--- src/rtl/constraint_sample_ctrl_if.sv ---
// Sampler <-> requester/checker bundle: request controls, candidate/check pair, accepted-sample handshake, status.
// The requester side (master) drives controls, chk_ok and out_ready; the sampler (slave) drives the rest.
interface constraint_sample_ctrl_if #(
  parameter int CAND_W = 64
);
  logic              start;
  logic              seed_load;
  logic [31:0]       seed;
  logic [CAND_W-1:0] cand;
  logic              chk_ok;
  logic              out_valid;
  logic              out_ready;
  logic [CAND_W-1:0] out_data;
  logic              busy;
  logic              fail;
  logic [15:0]       tries;

  modport master (
    output start, seed_load, seed, chk_ok, out_ready,
    input  cand, out_valid, out_data, busy, fail, tries
  );

  modport slave (
    input  start, seed_load, seed, chk_ok, out_ready,
    output cand, out_valid, out_data, busy, fail, tries
  );
endinterface

--- src/rtl/constraint_sample_ctrl.sv ---
// Rejection sampler: LFSR candidates retried until chk_ok, W+CHK_LAT cycles per attempt.
// Accepted sample is held in HOLD (out_valid) until out_ready; no other stage stalls.
module constraint_sample_ctrl #(
  parameter int CAND_W    = 64,
  parameter int MAX_TRIES = 1024,
  parameter int CHK_LAT   = 1
) (
  input  logic                     clk,
  input  logic                     rst_n,
  constraint_sample_ctrl_if.slave  bus
);
  localparam int          W        = CAND_W / 32;
  localparam logic [31:0] TAPS     = 32'h80200003;
  localparam logic [5:0]  GEN_LAST = 6'(W - 1);
  localparam logic [5:0]  LAT_LAST = 6'(CHK_LAT - 1);
  localparam logic [15:0] TRY_MAX  = 16'(MAX_TRIES);

  typedef enum logic [2:0] {ST_IDLE, ST_GEN, ST_WAIT, ST_HOLD, ST_FAIL} state_t;

  state_t            state;
  logic [31:0]       lfsr;
  logic [31:0]       lfsr_nxt;
  logic [CAND_W-1:0] cand;
  logic [CAND_W-1:0] cand_nxt;
  logic [CAND_W-1:0] out_data;
  logic              out_valid;
  logic              busy;
  logic              fail;
  logic [15:0]       tries;
  logic [5:0]        cnt;

  always_comb begin
    lfsr_nxt = (lfsr >> 1) ^ (lfsr[0] ? TAPS : 32'h0);
  end

  // Newest LFSR word enters at bit 0; a single-word candidate is just the word.
  generate
    if (W == 1) begin : g_one_word
      assign cand_nxt = lfsr_nxt;
    end else begin : g_multi_word
      assign cand_nxt = {cand[CAND_W-33:0], lfsr_nxt};
    end
  endgenerate

  assign bus.cand      = cand;
  assign bus.out_data  = out_data;
  assign bus.out_valid = out_valid;
  assign bus.busy      = busy;
  assign bus.fail      = fail;
  assign bus.tries     = tries;

  always_ff @(posedge clk or negedge rst_n) begin
    if (!rst_n) begin
      state     <= ST_IDLE;
      lfsr      <= 32'h1;
      cand      <= '0;
      out_data  <= '0;
      out_valid <= 1'b0;
      busy      <= 1'b0;
      fail      <= 1'b0;
      tries     <= 16'h0;
      cnt       <= 6'h0;
    end else begin
      case (state)
        ST_IDLE: begin
          if (bus.seed_load) begin
            lfsr <= (bus.seed == 32'h0) ? 32'h1 : bus.seed;
          end else if (bus.start) begin
            tries <= 16'h0;
            cnt   <= 6'h0;
            busy  <= 1'b1;
            state <= ST_GEN;
          end
        end
        ST_GEN: begin
          lfsr <= lfsr_nxt;
          cand <= cand_nxt;
          if (cnt == GEN_LAST) begin
            cnt   <= 6'h0;
            tries <= tries + 16'd1;
            state <= ST_WAIT;
          end else begin
            cnt <= cnt + 6'd1;
          end
        end
        ST_WAIT: begin
          // chk_ok is only meaningful once the checker has seen cand for CHK_LAT cycles.
          if (cnt == LAT_LAST) begin
            cnt <= 6'h0;
            if (bus.chk_ok) begin
              out_data  <= cand;
              out_valid <= 1'b1;
              state     <= ST_HOLD;
            end else if (tries == TRY_MAX) begin
              fail  <= 1'b1;
              state <= ST_FAIL;
            end else begin
              state <= ST_GEN;
            end
          end else begin
            cnt <= cnt + 6'd1;
          end
        end
        ST_HOLD: begin
          if (bus.out_ready) begin
            out_valid <= 1'b0;
            busy      <= 1'b0;
            state     <= ST_IDLE;
          end
        end
        ST_FAIL: begin
          fail  <= 1'b0;
          busy  <= 1'b0;
          state <= ST_IDLE;
        end
        default: begin
          busy  <= 1'b0;
          state <= ST_IDLE;
        end
      endcase
    end
  end
endmodule

--- src/flat_wrapper.sv ---
// flat-port wrapper written by rule: the top's interface ports become plain ports
module constraint_sample_ctrl_flat 
#(
  parameter int CAND_W    = 64,
  parameter int MAX_TRIES = 1024,
  parameter int CHK_LAT   = 1
)
  (clk, rst_n, bus_start, bus_seed_load, bus_seed, bus_chk_ok, bus_out_ready, bus_cand, bus_out_valid, bus_out_data, bus_busy, bus_fail, bus_tries);
  constraint_sample_ctrl_if #(.CAND_W(CAND_W)) bus_i ();
  input  logic clk;
  input  logic rst_n;
  input wire logic [$bits(bus_i.start)-1:0] bus_start;
  input wire logic [$bits(bus_i.seed_load)-1:0] bus_seed_load;
  input wire logic [$bits(bus_i.seed)-1:0] bus_seed;
  input wire logic [$bits(bus_i.chk_ok)-1:0] bus_chk_ok;
  input wire logic [$bits(bus_i.out_ready)-1:0] bus_out_ready;
  output wire logic [$bits(bus_i.cand)-1:0] bus_cand;
  output wire logic [$bits(bus_i.out_valid)-1:0] bus_out_valid;
  output wire logic [$bits(bus_i.out_data)-1:0] bus_out_data;
  output wire logic [$bits(bus_i.busy)-1:0] bus_busy;
  output wire logic [$bits(bus_i.fail)-1:0] bus_fail;
  output wire logic [$bits(bus_i.tries)-1:0] bus_tries;
  assign bus_i.start = bus_start;
  assign bus_i.seed_load = bus_seed_load;
  assign bus_i.seed = bus_seed;
  assign bus_i.chk_ok = bus_chk_ok;
  assign bus_i.out_ready = bus_out_ready;
  assign bus_cand = bus_i.cand;
  assign bus_out_valid = bus_i.out_valid;
  assign bus_out_data = bus_i.out_data;
  assign bus_busy = bus_i.busy;
  assign bus_fail = bus_i.fail;
  assign bus_tries = bus_i.tries;
  constraint_sample_ctrl #(.CAND_W(CAND_W), .MAX_TRIES(MAX_TRIES), .CHK_LAT(CHK_LAT)) u_core (.clk(clk), .rst_n(rst_n), .bus(bus_i));
endmodule
--- config.mk ---
export PLATFORM = sky130hd
export DESIGN_NAME = constraint_sample_ctrl_flat
export DESIGN_NICKNAME = d
export VERILOG_FILES = /design/src/rtl/constraint_sample_ctrl_if.sv /design/src/rtl/constraint_sample_ctrl.sv /design/src/flat_wrapper.sv
export SDC_FILE = /design/constraint.sdc
export NUM_CORES = 1
export LEC_CHECK = 0
export ABC_AREA = 1
export CELL_PAD_IN_SITES_DETAIL_PLACEMENT = 0
export CELL_PAD_IN_SITES_GLOBAL_PLACEMENT = 1
export CORE_MARGIN = 10
export CORE_UTILIZATION = 37
export CTS_CLUSTER_DIAMETER = 60
export DETAILED_ROUTE_END_ITERATION = 8
export GPL_ROUTABILITY_DRIVEN = 0
export PLACE_DENSITY_LB_ADDON = 0.15
export SETUP_SLACK_MARGIN = 0.4
export SLEW_MARGIN = 20
export SYNTH_ARGS = -nofsm -noshare
export SYNTH_HDL_FRONTEND = slang
export SYNTH_SLANG_ARGS = --single-unit
--- constraint.sdc ---
create_clock -name clk -period 1.8 [get_ports clk]
set_clock_uncertainty 0.05 [all_clocks]
set_input_delay 0.36 -clock clk [delete_from_list [all_inputs] [get_ports clk]]
set_output_delay 0.36 -clock clk [all_outputs]
set_load 0.05 [all_outputs]
---- After elaboration in Yosys (flattened, before gate mapping) ----
Index checks and enable logic that the tools add are counted.
cells by class
  bitwise gates (word level) .............. 2
  equality and inequality tests ........... 15
  div/mod/pow operators ................... 0
  magnitude comparators ................... 0
  multiplexer cells ....................... 32
  add/sub/neg operators ................... 2
  reduce and logical (&&, ||, !) cells .... 16
  multiply operators ...................... 0
  shifts and indexed selects .............. 0
operator list
  cell                                                   number
  2-to-1 mux 32 bit                                      3
  one-hot mux 32 bit (2 select lines)                    1
  2-to-1 mux 16 bit                                      3
  zero test 32 bit                                       1
  one-hot mux 16 bit (2 select lines)                    1
  XOR 31 x 32 -> 32 bit                                  1
  2-to-1 mux 6 bit                                       4
  2-to-1 mux 3 bit                                       7
  one-hot mux 6 bit (3 select lines)                     1
  adder 16 x 1 -> 16 bit, second input constant          1
  == test 16 x 11 -> 1 bit, second input constant        1
  AND reduction 4 bit                                    4
  inequality test 2 bit, second input constant           6
  one-hot mux 3 bit (4 select lines)                     1
  2-to-1 mux 1 bit                                       8
  adder 6 x 1 -> 6 bit, second input constant            1
  == test 3 x 2 -> 1 bit, second input constant          2
  == test 6 x 1 -> 1 bit, second input constant          1
  zero test 6 bit                                        1
  inequality test 2 x 1 -> 1 bit, second input constant  3
  AND reduction 3 bit                                    2
  nonzero test 2 bit                                     3
  AND reduction 5 bit                                    1
  one-hot mux 1 bit (2 select lines)                     2
  8 further kinds                                        8
storage, ports and cells
  memory bits (writable) .................. 0
  latch bits .............................. 0
  ROM bits ................................ 0
  bits of input ports ..................... 38
  memories ................................ 0
  bits in registers ....................... 188

---- Logic depth before layout (Yosys ltp) ----
  depth in word-level cells ............... 5
  depth in mapped cells ................... 10
  gate-level depth less buffers ........... 10

---- Least setup slack after synthesis ----
OpenSTA, ideal clock, no wires.
  kind .................................... reg-to-reg
  from .................................... reg u_core.tries[0] (netlist: u_core.bus.tries[0])
  to ...................................... reg u_core.tries[12] (netlist: u_core.bus.tries[12])
  period minus slack after synthesis ...... 1.733 ns
  arrival time ............................ 1.560 ns
  stages on the path, launching flop included .. 7
  path slack .............................. 0.067 ns
  required time ........................... 1.627 ns
  setup time .............................. 0.123 ns
  cell sequence ........................... dfrtp_1 > ha_1 > nand2_1 > nor2_1 > nand4_1 > nand4_1 > o21ai_1
between the ends
  word-level cells in the longest chain between the ends .. 3
ends and longest elaborated chain
  element                              RTL line                      RTL
  start, declared                      constraint_sample_ctrl.sv:29  logic [15:0] tries;
  start signal, assigned               constraint_sample_ctrl.sv:80  tries <= tries + 16'd1;
  adder 16 x 1 -> 16 bit               constraint_sample_ctrl.sv:80
  2-to-1 mux 16 bit                    constraint_sample_ctrl.sv:78  if (cnt == GEN_LAST) begin
  one-hot mux 16 bit (2 select lines)  constraint_sample_ctrl.sv:64  case (state)
No other way between the ends. The select of a mux whose other input is x is not followed.
A chain may end at the register's enable or synchronous reset.

---- Final worst setup path ----
  from .................................... reg u_core.state[0]
  to ...................................... reg u_core.out_data[3] (netlist: u_core.bus.out_data[3])
between the ends
  word-level cells in the longest chain between the ends .. 2
ends and longest elaborated chain
  element                               RTL line                      RTL
  start, declared                       constraint_sample_ctrl.sv:20  state_t state;
  start signal, assigned                constraint_sample_ctrl.sv:54  state <= ST_IDLE;
  start signal, assigned                constraint_sample_ctrl.sv:72  state <= ST_GEN;
  start signal, assigned                constraint_sample_ctrl.sv:81  state <= ST_WAIT;
  == test 3 x 2 -> 1 bit                constraint_sample_ctrl.sv:64
  AND reduction 3 bit (no source line)  --
  end signal, assigned                  constraint_sample_ctrl.sv:91  out_data <= cand;
  end, declared                         constraint_sample_ctrl.sv:25  logic [CAND_W-1:0] out_data;
No other way between the ends.

==> results.cfg <==
[status]
outcome = finished, final reports clean

[floorplan]
coreArea_um2 = 21100
fp.dieW_um = 167
rows = 53
ios = 185
die_h_um = 167
die-area_um2 = 27800
initial_core_util = 0.377

[critical_path]
cp.arrival_ns = 1.95
worstPathRequired_ns = 2.07
crit_top_cell = nand2_2
crit_fanout = 5
crit_path_end_kind = register
critical_path_class = register to register
slowest_stage = dfrtp_1
slowest_delay_ns = 0.42
startpoint_type = register
crit_family = buffers and inverters
crit_buf_inv = 4
r2r_start = u_core.state[0]
path_cells = nor2_2 -> nand2_2 -> inv_2 -> nand2_4 -> nor2_8 -> clkinv_8 -> buf_16 -> clkbuf_16 -> nand2_2 -> o21ai_2
cp-startpoint = u_core.state[0]

[global_route]
grt_max_degree = 44
gr-total-overflow = 0
grt_pass1_wl_um = 46100
antenna_found_initial = 2
grt_usage = 0.209
grt_pass1_vias = 7791

[clock_tree]
h-tree-depth = 4
cts_buffers = 17
path_clk_slew_ns = 0.08
cts_tree = yes
cts_buffer_depth = 2
ctsRootBufferMaster = clkbuf_16
clock-sinks = 188
clk_latency_ns = 0.44

[synthesis]
synthAdderAreaFrac = 0.00787
yosysSeqAreaShare = 0.592
ys_async_sr_fraction = 1.00
yosysTopAreaCellShare = 0.589
synth_edf_count = 0
yosys-top-cells-area = dfrtp_1 59%, nand2_1 14%, o21ai_0 4.8%, nand3_1 4.7%, inv_1 3.0%
synth_compound_area_frac = 0.0938
synth_xor_area_frac = 0.00441
yosysUniqueCellTypes = 33
yosys.area_share.simple = 0.241
post-synth-top-count-cell = nand2_1
synth_top_family_by_area = simple AND/OR/NAND/NOR gates
syn_nets = 943
synthMuxAreaShare = 0
syn_avg_cell_area_um2 = 8.83
ys_ff_latch = 188
yosysTopAreaCell = dfrtp_1
yosys_warnings = 0
synth_common_cells = 287 x nand2_1, 187 x dfrtp_1, 77 x o21ai_0
synth_area_um2 = 7950
syn_inst = 900
synthFlopType = dfrtp_1

[pwr]
internal_power_mw = 18.0
switching_power_mw = 15.8
total_power_mw = 33.9
vdd_drop_max_v = 0.00126
p_leak_nw = 7.54
power_density_nw_per_um2 = 2200
p_seq_frac = 0.228
clockPowerShare = 0.109
p_comb_frac = 0.663
swShare = 0.467

[timing]
period_minus_slack_ns = 1.68
tightest_slew_ns = 0.418
rsz0062_at_grt = true
fin_crit_sh = 0.934
drv_slew = 0
setup_viol = 0
max_freq_mhz = 595
fin_ws_ns = 0.119
hold_viol = 0
max_slew_margin = 0.721

[final_layout]
final_core_util = 0.729
layout-drive-gt1-share = 0.551
syn_to_final_growth_pct = 93.5
nNetsFinal = 1351
fillCellCount = 1471
stdcell_count = 1597

[routing]
m1WireLength_um = 14200
wl_per_cell_um = 20.6
wl_met3_um = 1720
highest_layer = met4
vias_per_cell = 5.05
wl_met2_um = 16700
ant_nets = 0
drc = 0
wirelength_um = 33000
via_count = 8066
dr.pass1.iters = 5
drtIter0Drc = 494

[placement]
dp_cells = 1357
hpwlAfterDp_um = 16700
io_buffer_count = 184
place_ws_ns = -0.0392

[worst_hold_path]
worstHoldPathType = input port to asynchronous set/reset pin

[run]
maxCapViolCount = 0
==> power by group through the flow <==
| stage | clock network (mW) | registers [mW] | logic, mW |
|---|---|---|---|
| floorplan | 0 | 11.6 | 3.63 |
| global placement | 0 | 7.25 | 12.2 |
| detailed placement | 0 | 7.26 | 12.3 |
| CTS | 3.72 | 7.40 | 18.8 |
| global route | 3.89 | 7.92 | 23.5 |
| finish | 3.68 | 7.73 | 22.5 |
==> repair_timing <==
item                                   4_1_cts  5_1_grt
pin swaps                                   25       38
hold buffers                                 1        0
setup buffers                              106       55
gates cloned                                29       16
resized for setup                          344      315
setup endpoints to repair                  306      335
endpoints found under the hold margin       38        0
==> registers in the layout, indices dropped and copies added (netlist names) <==
signal and cells:
u_core.cnt 6, u_core.bus.out_valid 1, u_core.bus.cand 64, u_core.state 3
u_core.lfsr 32, u_core.bus.fail 1, u_core.bus.out_data 64, u_core.bus.busy 1
u_core.bus.tries 16
==> worst paths after layout <==
check                                    endpoint  slack, ns  depth (start not counted)
max in group asynchronous          u_core.lfsr[0]       0.70                          3
hold / removal               u_core.bus.tries[13]       0.38                          2
setup / recovery           u_core.bus.out_data[3]       0.12                         10
min in group clk           u_core.bus.out_data[3]       0.45                          2
hold reg to reg            u_core.bus.out_data[3]       0.45                          2
setup reg to reg           u_core.bus.out_data[3]       0.12                         10
==> cell usage in the layout (no fill, tap or decap), types with 6 or more instances in the layout <==
cell and count:
nor2_1 33, nor2_2 6, o21ai_1 41, buf_4 143
buf_12 29, nand3_4 6, nand2_1 164, clkdlybuf4s50_1 36
nand2_4 61, nand2_2 58, dfrtp_1 169, nand4_1 24
nand3_2 40, inv_2 10, o21ai_2 69, inv_1 59
o21ai_0 9, clkbuf_16 32, nand2_8 6, nand3_1 30
nor2_4 9, dfrtp_2 18, buf_6 165, buf_16 33
==> stage by stage <==
step / area (µm²) / hold WS [ns] / setup TNS, ns
6_report: 15400 / 0.381 / 0
3_3_place_gp: 10100 / 0.285 / -1.03
4_1_cts: 13400 / 0.375 / 0
3_5_place_dp: 10100 / 0.287 / -0.992
5_1_grt: 15400 / 0.396 / 0
2_1_floorplan: 8010 / 0.0144 / 0
==> final cells by class <==
cell class	instances	area [µm²]	area share
repair buffers	429	5290	0.344
flip-flops and latches	188	4730	0.307
multi-input cells	600	4170	0.271
clock buffers	18	429	0.0279
well taps	275	344	0.0224
inverters	72	290	0.0189
clock inverters	13	129	0.00838
diodes	2	5.00	0.000325
==> per-layer routing <==
layer	up-vias	GRT usage
met5	-	0
met4	0	0.0466
met3	29	0.0490
met2	210	0.340
met1	4036	0.277
li1	3791	-
==> logic make-up (layout without fill, tap and decap cells) <==
family          Yosys count  after routing
compound gates          141            141
other cells               0              2
flops                   188            188
fa+ha+maj                 5              5
xor+xnor                  4              4
buf+inv                 112            532
simple gates            450            450
No activity file was read; power rests on OpenSTA's default activity.
==> variant: new RTL, config.mk and constraints unchanged <==
The 5 states of `state_t` get a Gray code encoding in 3 bits.
--- a/src/rtl/constraint_sample_ctrl.sv
+++ b/src/rtl/constraint_sample_ctrl.sv
@@ -15,7 +15,7 @@
   localparam logic [5:0]  LAT_LAST = 6'(CHK_LAT - 1);
   localparam logic [15:0] TRY_MAX  = 16'(MAX_TRIES);
 
-  typedef enum logic [2:0] {ST_IDLE, ST_GEN, ST_WAIT, ST_HOLD, ST_FAIL} state_t;
+  typedef enum logic [2:0] {ST_IDLE = 3'b000, ST_GEN = 3'b001, ST_WAIT = 3'b011, ST_HOLD = 3'b010, ST_FAIL = 3'b110} state_t;
 
   state_t            state;
   logic [31:0]       lfsr;
Behaviour: no difference found for any inputs over 4 cycles, from zero or initial values and one cycle with rst_n low; so few cycles prove little.
==> variant against the unedited design <==
- synthesized area grew 3.4%
- worst setup slack gained 0.044 ns
- combinational power shrank 26%
- power shrank 19%
- cell area shrank 14%
- via count shrank 8.2%
- routed wire length shrank 17%
- sequential cell count is the same
- critical endpoint is now u_core.bus.cand[63]$_DFFE_PN0P_
- highest routed layer unchanged
==> variant: results (changes against the unedited design) <==
Met2 Track Usage GR - 0.314 (-0.0263)
Met1 Use GR - 0.248 (-0.0288)
Sequential Area - 4730 sq um (about the same)
Clock buffer cells - 19 (+1)
Multi-input gates - 559 (-6.8%)
Tot GR Track Use - 0.191 (-0.0181)
Avg Cell Area, Syn - 9.16 sq um (+3.6%)
Post-CTS sizing - 259 (-25%)
Static leakage - 6.21 nW (-18%)
VDD IR-drop max - 1.23 mV (-2.6%)
Worst R2R Setup Slack - 0.16 ns (+0.04 ns)
Area post-placement - 10200 sq um (+0.98%)
Dpl cells - 1344 (-0.96%)
Layout Nets - 1248 (-7.6%)
GRT met3 Usage - 0.0477 (-0.00125)
Mapped Nets - 941 (-0.21%)
Global-route wire length before repair - 43.6 mm (-5.5%)
Top post-synthesis cells by count - 190 x nand2_1, 187 x dfrtp_1, 99 x nand3_1
Setup crit start - u_core.state[2]$_DFFE_PN0P_
Iteration-0 DRC Markers - 552 (+12%)
Vias in the first global route - 7725 (-0.85%)
WP data arrival - 1.90 ns (-0.05 ns)
Area of the multi-input gates - 3250 sq um (-22%)
Worst slew margin - 0.772 (+0.0509)
Synth unique cells - 30 (-9.1%)
Diode count - 3 (+1)
Seq/Total Area, Yosys - 0.572 (-0.0195)
ClkCell Share - 0.0429 (+0.00660)
Cell Count, Final, Fillers Out - 1501 (-6.0%)
Status - completed
Worst slack, placed - 0.00312 ns (+0.0424 ns)
Initial antenna violation count - 3 (+1)
Worst setup margin - 0.163 ns (+0.0439 ns)
Final HPWL DP - 16.5 mm (-1.1%)
Post-DR vias/cell - 4.93 (-2.4%)
Top cells by area in the synthesized netlist - dfrtp_1 57%, nand2_1 8.7%, nand3_1 6.0%
Row Count - 54 (+1.9%)
P_seq - 7.17 mW (-7.2%)
==> variant: cell types whose count changed after synthesis, moves of 8 or more <==
cell,before,now
nand2_1,287,190
buf_6,5,13
o21ai_2,4,51
nand3_1,74,99
o21ai_1,41,30
inv_1,64,98
==> variant: cell families (layout without fill, tap and decap cells) <==
family / Yosys count / in the layout / synth area share
XOR/XNOR: 3 / 3 / 0.00320
AO/OA/AOI/OAI: 177 / 177 / 0.134
flip-flops: 188 / 188 / 0.572
AND/OR/NAND/NOR: 374 / 374 / 0.200
buffers and inverters: 151 / 471 / 0.0834
other: 0 / 3 / 0
adder cells (fa/ha/maj): 5 / 5 / 0.00761
==> variant: routing by layer <==
| layer | part of all wire | routed length [um] |
|---|---|---|
| met5 | 0 | 0 |
| met2 | 0.49 | 13500 |
| met4 | 0.011 | 292 |
| met1 | 0.44 | 12200 |
| met3 | 0.053 | 1450 |
